--- src/rtl/syn_i2s_dac_tx_if.sv ---
// -----------------------------------------------------------------------------
// syn_i2s_dac_tx_if
// PCM sample-pair handshake between a sample producer and syn_i2s_dac_tx.
//   pcm_valid  producer -> tx : sample pair offered
//   pcm_ldata  producer -> tx : left sample, two's complement
//   pcm_rdata  producer -> tx : right sample, two's complement
//   pcm_rdy    tx -> producer : holding register can accept a pair
// A pair moves in any cycle where pcm_valid and pcm_rdy are both high.
// -----------------------------------------------------------------------------
interface syn_i2s_dac_tx_if #(
   parameter int DATA_W = 16
);
   logic              pcm_valid;
   logic [DATA_W-1:0] pcm_ldata;
   logic [DATA_W-1:0] pcm_rdata;
   logic              pcm_rdy;

   modport master (output pcm_valid, pcm_ldata, pcm_rdata, input pcm_rdy);
   modport slave  (input pcm_valid, pcm_ldata, pcm_rdata, output pcm_rdy);
endinterface

--- src/rtl/syn_i2s_dac_tx.sv ---
// -----------------------------------------------------------------------------
// syn_i2s_dac_tx
// I2S transmitter for the WM8731 DAC. Sample pairs are taken into a one-deep
// holding register and serialised MSB first with a one-BCLK delay after each
// word-clock edge, 64 BCLK per frame (32 per channel).
//
// Ports
//   acortex_clk   clock, all logic on the rising edge
//   acortex_rst   asynchronous active-high reset
//   tx_en         transmit enable; a falling tx_en finishes the current frame
//   bclk_div      BCLK half-period in clocks minus 1, taken at frame start
//   pcm           sample handshake (syn_i2s_dac_tx_if.slave)
//   AUD_BCLK      I2S bit clock
//   AUD_DACLRCK   word clock, 0 = left, 1 = right
//   AUD_DACDAT    serial data, changes on BCLK falling edges only
//   underrun      one-cycle pulse when a frame starts with no sample held
//   underrun_cnt  saturating count of underrun pulses
//                 (only with SYN_I2S_DAC_TX_UNDERRUN_CNT_EN defined)
// -----------------------------------------------------------------------------
module syn_i2s_dac_tx #(
   parameter int DATA_W = 16,
   parameter int DIV_W  = 8
) (
   input  logic               acortex_clk,
   input  logic               acortex_rst,
   input  logic               tx_en,
   input  logic [DIV_W-1:0]   bclk_div,
   syn_i2s_dac_tx_if.slave    pcm,
   output logic               AUD_BCLK,
   output logic               AUD_DACLRCK,
   output logic               AUD_DACDAT,
   output logic               underrun
`ifdef SYN_I2S_DAC_TX_UNDERRUN_CNT_EN
   ,
   output logic [15:0]        underrun_cnt
`endif
);

   localparam logic [0:0] ST_IDLE = 1'b0;
   localparam logic [0:0] ST_RUN  = 1'b1;
   localparam int         SH_W    = 2 * DATA_W;
   localparam logic [4:0] DW5     = 5'(DATA_W);

   logic [0:0]        state;
   logic [DIV_W-1:0]  div_cnt;
   logic [DIV_W-1:0]  div_lat;
   logic [5:0]        bit_cnt;
   logic              hold_full;
   logic [DATA_W-1:0] hold_l;
   logic [DATA_W-1:0] hold_r;
   logic [SH_W-1:0]   shift;
   logic              bclk_q;
   logic              lrck_q;
   logic              dat_q;
   logic              ur_q;

   logic              half_end;
   logic              fall_now;
   logic              frame_end;
   logic              frame_start;
   logic              frame_stop;
   logic              xfer;
   logic [5:0]        bit_nxt;
   logic [4:0]        slot_pos;

   always_comb begin
      half_end    = (state == ST_RUN) && (div_cnt == div_lat);
      fall_now    = half_end && bclk_q;
      frame_end   = fall_now && (bit_cnt == 6'd63);
      frame_start = frame_end && tx_en;
      frame_stop  = frame_end && !tx_en;
      bit_nxt     = bit_cnt + 6'd1;
      slot_pos    = bit_nxt[4:0];
   end

   // The holding register is released in the frame-start cycle itself so a
   // producer holding pcm_valid high refills it without ever missing a frame.
   assign pcm.pcm_rdy = !hold_full || frame_start;
   assign xfer        = pcm.pcm_valid && pcm.pcm_rdy;

   always_ff @(posedge acortex_clk or posedge acortex_rst) begin
      if (acortex_rst) begin
         state     <= ST_IDLE;
         div_cnt   <= '0;
         div_lat   <= '0;
         bit_cnt   <= 6'd63;
         hold_full <= 1'b0;
         hold_l    <= '0;
         hold_r    <= '0;
         shift     <= '0;
         bclk_q    <= 1'b0;
         lrck_q    <= 1'b0;
         dat_q     <= 1'b0;
         ur_q      <= 1'b0;
      end else begin
         ur_q <= 1'b0;

         // A capture in the frame-start cycle wins over the release; the old
         // content is read into the shift register below in the same cycle.
         if (xfer) begin
            hold_l    <= pcm.pcm_ldata;
            hold_r    <= pcm.pcm_rdata;
            hold_full <= 1'b1;
         end else if (frame_start) begin
            hold_full <= 1'b0;
         end

         case (state)
            ST_IDLE: begin
               div_cnt <= '0;
               div_lat <= bclk_div;
               if (tx_en) begin
                  state <= ST_RUN;
               end
            end
            ST_RUN: begin
               if (half_end) begin
                  div_cnt <= '0;
                  bclk_q  <= ~bclk_q;
               end else begin
                  div_cnt <= div_cnt + DIV_W'(1);
               end

               if (frame_stop) begin
                  // Last falling edge of bit 63 with tx_en low: park idle.
                  state  <= ST_IDLE;
                  lrck_q <= 1'b0;
                  dat_q  <= 1'b0;
               end else if (fall_now) begin
                  bit_cnt <= bit_nxt;
                  lrck_q  <= bit_nxt[5];
                  if (frame_start) begin
                     div_lat <= bclk_div;
                     shift   <= hold_full ? {hold_l, hold_r} : '0;
                     ur_q    <= !hold_full;
                     dat_q   <= 1'b0;
                  end else if ((slot_pos != 5'd0) && (slot_pos <= DW5)) begin
                     // Left word shifts out first; the right word is then at
                     // the top, ready for the right slot.
                     dat_q <= shift[SH_W-1];
                     shift <= {shift[SH_W-2:0], 1'b0};
                  end else begin
                     dat_q <= 1'b0;
                  end
               end
            end
            default: state <= ST_IDLE;
         endcase
      end
   end

   assign AUD_BCLK    = bclk_q;
   assign AUD_DACLRCK = lrck_q;
   assign AUD_DACDAT  = dat_q;
   assign underrun    = ur_q;

`ifdef SYN_I2S_DAC_TX_UNDERRUN_CNT_EN
   always_ff @(posedge acortex_clk or posedge acortex_rst) begin
      if (acortex_rst) begin
         underrun_cnt <= '0;
      end else if (ur_q && (underrun_cnt != 16'hFFFF)) begin
         underrun_cnt <= underrun_cnt + 16'd1;
      end
   end
`endif

endmodule
--- src/flat_wrapper.sv ---
// flat-port wrapper written by rule: the top's interface ports become plain ports
module syn_i2s_dac_tx_flat 
#(
   parameter int DATA_W = 16,
   parameter int DIV_W  = 8
)
  (acortex_clk, acortex_rst, tx_en, bclk_div, AUD_BCLK, AUD_DACLRCK, AUD_DACDAT, underrun, pcm_pcm_valid, pcm_pcm_ldata, pcm_pcm_rdata, pcm_pcm_rdy);
  syn_i2s_dac_tx_if #(.DATA_W(DATA_W)) pcm_i ();
  input  logic acortex_clk;
  input  logic acortex_rst;
  input  logic tx_en;
  input  logic [DIV_W-1:0] bclk_div;
  output logic AUD_BCLK;
  output logic AUD_DACLRCK;
  output logic AUD_DACDAT;
  output logic underrun;
  input wire logic [$bits(pcm_i.pcm_valid)-1:0] pcm_pcm_valid;
  input wire logic [$bits(pcm_i.pcm_ldata)-1:0] pcm_pcm_ldata;
  input wire logic [$bits(pcm_i.pcm_rdata)-1:0] pcm_pcm_rdata;
  output wire logic [$bits(pcm_i.pcm_rdy)-1:0] pcm_pcm_rdy;
  assign pcm_i.pcm_valid = pcm_pcm_valid;
  assign pcm_i.pcm_ldata = pcm_pcm_ldata;
  assign pcm_i.pcm_rdata = pcm_pcm_rdata;
  assign pcm_pcm_rdy = pcm_i.pcm_rdy;
  syn_i2s_dac_tx #(.DATA_W(DATA_W), .DIV_W(DIV_W)) u_core (.acortex_clk(acortex_clk), .acortex_rst(acortex_rst), .tx_en(tx_en), .bclk_div(bclk_div), .pcm(pcm_i), .AUD_BCLK(AUD_BCLK), .AUD_DACLRCK(AUD_DACLRCK), .AUD_DACDAT(AUD_DACDAT), .underrun(underrun));
endmodule
--- config.mk ---
export PLATFORM = sky130hd
export DESIGN_NAME = syn_i2s_dac_tx_flat
export DESIGN_NICKNAME = d
export VERILOG_FILES = /design/src/rtl/syn_i2s_dac_tx_if.sv /design/src/rtl/syn_i2s_dac_tx.sv /design/src/flat_wrapper.sv
export SDC_FILE = /design/constraint.sdc
export NUM_CORES = 1
export LEC_CHECK = 0
export BUFFER_PORTS_ARGS = -buffer_cell sky130_fd_sc_hd__buf_2
export CAP_MARGIN = 20
export CORE_ASPECT_RATIO = 0.9
export CORE_MARGIN = 1.5
export CORE_UTILIZATION = 58
export DETAILED_ROUTE_END_ITERATION = 7
export PLACE_DENSITY = 0.79
export SETUP_SLACK_MARGIN = 0.1
export SYNTH_ARGS = -nofsm -noshare
export SYNTH_HDL_FRONTEND = slang
export SYNTH_SLANG_ARGS = --single-unit
--- constraint.sdc ---
create_clock -name acortex_clk -period 3.9 [get_ports acortex_clk]
set_clock_uncertainty 0.2 [all_clocks]
set_input_delay 0.195 -clock acortex_clk [delete_from_list [all_inputs] [get_ports acortex_clk]]
set_output_delay 0.195 -clock acortex_clk [all_outputs]
set_load 0.005 [all_outputs]
==> impl_metrics.ini, run 1 <==
[yosys]
ys_seq_area_share_pct = 52.3
yosysTopAreaCell = dfrtp_1
yosysWarnings = 0
synthTopCellsByArea = dfrtp_1 49%, mux2_2 11%, mux2i_1 10%
syn_inst = 346
syn_nets = 393
synth.top_cell.area_share_pct = 48.8
syn_area_um2 = 4410
synth.avg_cell_area_um2 = 12.8
synth-seq-cells = 92
synthDistinctLibCells = 34

[place]
portBuffers = 48
place_area_um2 = 4700
place_congestion = 0.816
dp_hpwl_mm = 5.20
place_inst = 475

[sta]
tightest_slew_ns = 0.837
hold_viol = 0
post-route-period-util_pct = 76.4
relSlewSlack_pct = 44.1
fmax_ghz = 0.336
slew_violations = 0
rsz0062_at_grt = false
setup_viol = 0
finalSetupTns_ns = 0
period_needed_ns = 2.98

[global_route]
grt_pass1_vias = 3086
grt_pass1_wl_mm = 14.0
track_usage_pct = 22.5
grt_max_degree = 51
gr-total-overflow = 0
antenna_found_initial = 0

[power_and_ir_drop]
seqPwrFrac_pct = 52.2
p_per_area_nw_per_um2 = 430
power_mw = 2.30
p_leak_nw = 2.70
peakVddDrop_uv = 313
p_int_mw = 1.68
combPwrFrac_pct = 18.9
swShare_pct = 26.8
p_clk_share_pct = 28.9
switching_power_mw = 0.617

[layout]
post_route_cells_drive_above_1_share_pct = 31.2
finish.instance_area_um2 = 5350
layout_commonest_cell = dfrtp_1
post-route-util_pct = 74.1
most-common-layout-cells = 86 x dfrtp_1, 48 x buf_2, 46 x mux2i_1, 45 x mux2_2, 43 x dlygate4sd3_1
fill_cells = 497
fin_cells = 535
antenna_cells = 0
layout.nets = 484
area_growth_pct = 21.2

[setup_path]
cp_max_fo = 19
r2r_slack_ns = 0.92
startpoint = u_core.div_cnt[0]
start_kind = register
cp-end-kind = register
cp.arrival_ns = 3.02
timing.rr.start = u_core.div_cnt[0]
required_ns = 3.94
crit_type = register to register

[route]
wl_per_cell_um = 15.5
route.detailed.drc = 0
postRouteAntennaNets = 0
drt-pass1-iter-count = 4
drtIter0Drc = 154
via_per_inst = 5.29
routed_wl_mm = 8.27
vias = 2832

[clock_tree]
clk_latency_ns = 0.35
root_buffer = clkbuf_8
cts_tree = built
clockBufferDepth = 2
cts_buffers = 9
htreeDepth = 3
ctsResizeCount = 0
cts_sinks = 92
clk_pin_slew_worst_paths_ns = 0.08

[die]
die_x_um = 95.0
core_area_um2 = 7220
die_y_um = 85.8
row_count = 29
die_area_um2 = 8140
initial_core_util_pct = 61.1
ioPinCount = 49

[outcome]
status = completed

[worst_hold_path]
hold_start = u_core.hold_r[14]
min-delay-path-class = register to register

[job]
cap_violations = 0
[state kept, by name (all words and copies together), names as in the netlist]
register / count
u_core.div_cnt: 8
u_core.shift: 32
u_core.state: 1
u_core.underrun: 1
u_core.hold_full: 1
u_core.bit_cnt: 6
u_core.AUD_DACDAT: 1
u_core.hold_r: 16
u_core.AUD_BCLK: 1
u_core.div_lat: 8
u_core.AUD_DACLRCK: 1
u_core.hold_l: 16
[what timing repair did]
| action | in CTS | in global routing |
|---|---|---|
| endpoints found under the hold margin | 84 | 0 |
| hold buffers | 43 | 0 |
| buffers inserted | 0 | 0 |
[cell families (layout without fill, tap and decap cells)]
family / count (synthesis) / after routing / share of synthesized area (%)
xor+xnor: 22 / 22 / 4.37
simple gates: 80 / 80 / 9.69
fa+ha+maj: 3 / 3 / 0.850
flops: 92 / 92 / 52.3
mux: 105 / 105 / 26.7
compound gates: 8 / 8 / 1.47
buf+inv: 36 / 132 / 4.62
[power by group through the flow]
stage / Clock (mW) / Combinational [mW] / Sequential (mW)
3_5_place_dp: 0 / 0.396 / 1.22
4_1_cts: 0.680 / 0.434 / 1.20
3_3_place_gp: 0 / 0.377 / 1.21
6_report: 0.664 / 0.434 / 1.20
5_1_grt: 0.715 / 0.482 / 1.22
2_1_floorplan: 0 / 0.314 / 1.19
[cell type report]
type / instances / area, um^2 / area share [%]
timing repair buffer: 97 / 736 / 13.8
clock inverter: 1 / 30.0 / 0.561
tap: 93 / 116 / 2.18
inverter: 19 / 72.6 / 1.36
clock buffer: 15 / 176 / 3.30
multi-input combinational: 218 / 1910 / 35.7
sequential: 92 / 2310 / 43.2
[Yosys cell counts (all sizes together)]
cell type / instances
nand4: 3
clkbuf: 4
dfstp: 6
a41o: 1
nand2b: 2
dfrtp: 86
o211a: 2
o21ai: 2
and4b: 1
mux2i: 46
nor4: 1
xnor2: 8
ha: 3
mux2: 59
buf: 13
or4b: 1
nor3: 5
inv: 19
a21boi: 1
nand2: 27
xor2: 14
nor4b: 1
and3: 6
nand3: 8
o22ai: 1
o211ai: 1
nor2: 10
and2: 15
[final timing paths]
check | end | depth (start not counted)
max in group asynchronous | u_core.shift[22] | 4
worst max-delay path | u_core.shift[27] | 6
worst max register to register | u_core.shift[27] | 6
min in group asynchronous | u_core.hold_l[11] | 3
worst min-delay path | u_core.hold_r[14] | 1
worst min register to register | u_core.hold_r[14] | 1
[worst max-delay path, cell delays in order (launching register included)]
cell	delay (ns)
dfrtp_1	0.46
xor2_1	0.19
nor4b_2	0.40
and4b_1	0.43
o211a_2	0.58
buf_12	0.25
mux2_2	0.35
[per-stage QoR]
step	hold slack, ns	worst slack [ns]
floorplan	0.0985	1.12
global placement	0.166	1.07
detailed placement	0.184	0.963
CTS	0.307	0.943
global route	0.330	0.805
finish	0.310	0.921
[routing by layer]
layer | up-vias | wire (um) | track usage, %
met2 | 50 | 4290 | 39.9
met4 | 0 | 42 | 6.38
li1 | 1352 | - | -
met5 | - | 0 | 0
met3 | 5 | 256 | 5.14
met1 | 1425 | 3680 | 27.4
(Power assumes the default switching activity.)
==> run 2, diff against run 1 <==
Settings changed: ABC_AREA from default to 1, CORE_UTILIZATION 58 to 59, PLACE_DENSITY 0.79 to 0.8.
Clock period 3.9 ns to 2.8 ns, I/O delays scaled along.
==> impl_metrics.ini, run 2 <==
[layout]
largest_reg_flops = 32
regMostFlops = u_core.shift
area_growth_pct = 20.0
most-common-layout-cells = 235 x nand2_1, 86 x dfrtp_1, 75 x nand3_1, 48 x buf_2, 46 x inv_1
layout_commonest_cell = nand2_1
reg_top3 = u_core.shift (32), u_core.hold_l (16), u_core.hold_r (16)
post_route_cells_drive_above_1_share_pct = 14.2
layout.nets = 702
finish.instance_area_um2 = 5410
antenna_cells = 0

[yosys]
ys_seq_area_share_pct = 51.2
synth-seq-cells = 92
yosysTopAreaCell = dfrtp_1
ys_async_sr_fraction_pct = 100
synth.avg_cell_area_um2 = 7.82
synth_commonest_cells = 235 x nand2_1, 86 x dfrtp_1, 75 x nand3_1
synthTopCellsByArea = dfrtp_1 48%, nand2_1 20%, nand3_1 8.3%
syn_nets = 624
syn_area_um2 = 4510
synth.top_cell.area_share_pct = 47.7
synthDistinctLibCells = 29
synth-edff-count = 0
syn_inst = 577
synthFlopType = dfrtp_1
synth_most_common_cell = nand2_1
yosysWarnings = 0

[die]
core_area_um2 = 7470
initial_core_util_pct = 60.4
die_area_um2 = 8180
die_y_um = 86.0
row_count = 30
ioPinCount = 49
die_x_um = 95.2

[global_route]
grt_pass1_wl_mm = 16.9
grt_pass1_vias = 3724
track_usage_pct = 26.4
antenna_found_initial = 0
grt_max_degree = 93
gr-total-overflow = 0

[power_and_ir_drop]
p_per_area_nw_per_um2 = 592
peakVddDrop_uv = 456
power_mw = 3.21
p_leak_nw = 2.90

[place]
place_area_um2 = 4810
dp_hpwl_mm = 5.84
place_congestion = 0.807
preCtsSetupSlack_ns = 0.424
portBuffers = 48

[setup_path]
max_stage_delay_ns = 0.58
cp-end-kind = output port
cp.arrival_ns = 2.17
crit_type = register to output port
required_ns = 2.46
cpMaxStageDelayCell = dfstp_2
cp_max_fo = 34
cp_cell_sequence = ha_1 > nand3_1 > nor2_4 > nand4_2 > nand2_2 > buf_8 > buf_2
start_kind = register

[sta]
hold_viol = 0
fmax_ghz = 0.398
period_needed_ns = 2.51
setup_viol = 0
rsz0062_at_grt = false
finalSetupTns_ns = 0
relSlewSlack_pct = 60.5
post-route-period-util_pct = 89.8
slew_violations = 0
finalWorstSetupSlack_ns = 0.287
tightest_slew_ns = 0.588

[route]
postRouteAntennaNets = 0
wl_per_cell_um = 12.9
vias = 3988
drt-pass1-iter-count = 5
route.detailed.drc = 0
drtIter0Drc = 303
via_per_inst = 5.28
routed_wl_mm = 9.76

[clock_tree]
cts_tree = built
root_buffer = clkbuf_8
clockBufferDepth = 2
clk_latency_ns = 0.37
htreeDepth = 3
cts_sinks = 92
cts_setup_buffers = 0
cts_buffers = 9
clk_pin_slew_worst_paths_ns = 0.09

[job]
cap_violations = 0

[outcome]
status = completed

[worst_hold_path]
min-delay-path-class = primary input to register
==> run 2: worst paths after layout <==
| check | to | slack [ns] | cells after the start | startpoint |
|---|---|---|---|---|
| max | pcm_pcm_rdy | 0.29 | 7 | u_core.bit_cnt[0] |
| min | u_core.hold_r[3] | 0.11 | 3 | pcm_pcm_valid |
| max reg2reg | u_core.shift[5] | 0.40 | 9 | u_core.bit_cnt[0] |
| min reg2reg | u_core.hold_r[5] | 0.28 | 2 | u_core.hold_r[5] |
| max in group asynchronous | u_core.hold_l[11] | 1.76 | 4 | acortex_rst |
| min in group asynchronous | u_core.hold_r[11] | 0.21 | 4 | acortex_rst |
==> run 2: per-layer routing <==
layer,GRT usage (%),vias to the layer above,part of all wire (%)
met3,5.94,16,5.2
met4,8.82,0,1.6
met5,0,-,0
met2,42.2,137,47
li1,-,1982,-
met1,35.5,1853,46
==> run 2: through the flow <==
step | hold WS [ns] | std cells | utilization, %
floorplan | 0.0496 | 577 | -
global placement | 0.113 | 698 | 64.4
detailed placement | 0.116 | 698 | 64.4
CTS | 0.0892 | 756 | 72.3
global route | 0.139 | 756 | 72.5
finish | 0.113 | 756 | 72.5
==> run 2: worst max-delay path: cells and delay by family, from the launching register on <==
| family | cells | cell delay (ns) |
|---|---|---|
| fa+ha+maj | 1 | 0.18 |
| buf+inv | 2 | 0.37 |
| flops | 1 | 0.58 |
| simple gates | 4 | 0.67 |
==> run 2: what timing repair did <==
item	CTS	global route
endpoints found under the hold margin	128	0
setup endpoints to repair	0	1
gates resized for setup	0	3
hold buffers	42	0
==> run 2: power breakdown <==
part,total [mW],leakage (nW),switching [mW],internal (mW)
sequential,1.75,1.16,0.181,1.57
clock,0.792,0.0864,0.470,0.323
combinational,0.665,1.65,0.373,0.292
==> run 2: cell type report <==
class,count,area [um^2]
multi-input cells,399,1840
well taps,96,120
clock inverters,6,40.0
inverters,52,199
fillers,531,2060
repair buffers,101,776
flip-flops and latches,92,2310
clock buffers,10,128
==> run 2: cell families after synthesis <==
family	synth area share, %
buffers and inverters	8.13
AND/OR/NAND/NOR	35.9
AO/OA/AOI/OAI	1.61
flip-flops	51.2
XOR/XNOR	2.33
adder cells (fa/ha/maj)	0.832
==> run 3, diff against run 2 <==
Settings changed: ABC_AREA 1 to default, CORE_UTILIZATION 59 to 58, PLACE_DENSITY 0.8 to 0.79.
==> impl_metrics.ini, run 3 (same netlist as run 1, synthesis figures left out) <==
[sta]
period_needed_ns = 2.60
rsz0062_at_grt = true
post-route-period-util_pct = 92.8
finalSetupTns_ns = 0
relSlewSlack_pct = 51.0
slew_violations = 0
tightest_slew_ns = 0.734
fmax_ghz = 0.385
setup_viol = 0
hold_viol = 0

[layout]
layout_commonest_cell = dfrtp_1
finish.instance_area_um2 = 5420
reg_top3 = u_core.shift (32), u_core.hold_l (16), u_core.hold_r (16)
antenna_cells = 0
most-common-layout-cells = 86 x dfrtp_1, 48 x buf_2, 46 x mux2i_1, 45 x mux2_2, 43 x dlygate4sd3_1
area_growth_pct = 22.7
layout.nets = 485
regMostFlops = u_core.shift
post_route_cells_drive_above_1_share_pct = 32.5
largest_reg_flops = 32

[clock_tree]
cts_tree = built
cts_setup_buffers = 0
root_buffer = clkbuf_8
cts_sinks = 92
clk_latency_ns = 0.35
clk_pin_slew_worst_paths_ns = 0.09
clockBufferDepth = 2
htreeDepth = 3
cts_buffers = 9

[power_and_ir_drop]
p_clk_share_pct = 28.9
switching_power_mw = 0.880
swShare_pct = 27.5
p_int_mw = 2.32
peakVddDrop_uv = 487
p_leak_nw = 2.71
combPwrFrac_pct = 18.8
seqPwrFrac_pct = 52.3
p_per_area_nw_per_um2 = 590

[route]
drtIter0Drc = 160
wl_per_cell_um = 15.5
vias = 2823
route.detailed.drc = 0
routed_wl_mm = 8.33
drt-pass1-iter-count = 4
via_per_inst = 5.27
postRouteAntennaNets = 0

[global_route]
track_usage_pct = 21.8
antenna_found_initial = 0
grt_pass1_wl_mm = 13.5
grt_max_degree = 61
grt_pass1_vias = 2902
gr-total-overflow = 0

[setup_path]
timing.rr.start = u_core.bit_cnt[0]
start_kind = register
cp-end-kind = register
startpoint = u_core.bit_cnt[0]
r2r_slack_ns = 0.20
cp_max_fo = 16
crit_type = register to register
required_ns = 2.84
cp.arrival_ns = 2.64

[die]
ioPinCount = 49
core_area_um2 = 7220
initial_core_util_pct = 61.1
die_y_um = 85.8
die_x_um = 95.0
row_count = 29
die_area_um2 = 8140

[place]
place_area_um2 = 4730
portBuffers = 48
place_congestion = 0.766
dp_hpwl_mm = 5.10

[outcome]
status = completed

[worst_hold_path]
min-delay-path-class = primary input to async pin

[job]
cap_violations = 0
-- run 3: cell count changes in the layout (fill, tap and decap cells not counted), sizes merged, moves of 9 or more --
cell | previous run | this run
nand2 | 237 | 27
nor2 | 19 | 10
o21ai | 11 | 2
mux2i | 0 | 46
mux2 | 0 | 59
nand3 | 76 | 8
inv | 52 | 19
and2 | 0 | 15
nand4 | 32 | 3
-- run 3: cell type report --
class / instances / area, um^2
repair buffers: 98 / 791
clock buffers: 11 / 151
flip-flops and latches: 92 / 2310
multi-input cells: 218 / 1920
inverters: 19 / 75.1
well taps: 93 / 116
clock inverters: 5 / 58.8
fillers: 470 / 1800
-- run 3: worst paths after layout --
check	end	depth (start not counted)
worst max-delay path	u_core.shift[27]	6
worst min-delay path	u_core.hold_l[10]	3
worst max register to register	u_core.shift[27]	6
worst min register to register	u_core.hold_l[14]	1
max in group asynchronous	u_core.bit_cnt[1]	4
min in group acortex_clk	u_core.hold_l[14]	1
-- run 3: worst max-delay path, cell delays in order, from the launching register on --
cell and delay [ns]:
dfstp_2 0.60, ha_1 0.21, or4b_1 0.44, o21ai_1 0.18
o211a_2 0.31, buf_12 0.20, mux2_2 0.34
-- run 3: stage by stage --
step	total power, mW	hold WS (ns)	std cells	util (%)	setup slack [ns]
floorplan	2.09	0.0435	346	-	0.409
global placement	2.21	0.0863	476	65.5	0.284
detailed placement	2.25	0.0998	476	65.5	0.206
CTS	3.22	0.263	535	74.5	0.133
global route	3.37	0.298	536	75.0	0.0866
finish	3.20	0.251	536	75.0	0.202
-- run 3: power by group through the flow --
stage	Sequential, mW	Clock [mW]	Combinational, mW
2_1_floorplan	1.65	0	0.437
3_5_place_dp	1.70	0	0.549
4_1_cts	1.67	0.945	0.604
5_1_grt	1.70	1.00	0.668
6_report	1.67	0.924	0.601
3_3_place_gp	1.69	0	0.521
-- run 3: timing repair --
action                                  in CTS  in global routing
endpoints found under the setup margin       1                 35
hold buffers                                43                  0
gates cloned                                 0                  1
endpoints found under the hold margin       74                  0
resized for setup                            1                  5
-- run 3: metal layers --
metal	vias to the layer above	share of wire [%]	track usage, %
met5	-	0	0
met4	0	1.6	7.33
met3	15	2.7	4.88
met2	52	52	36.8
met1	1389	44	27.7
li1	1367	-	-
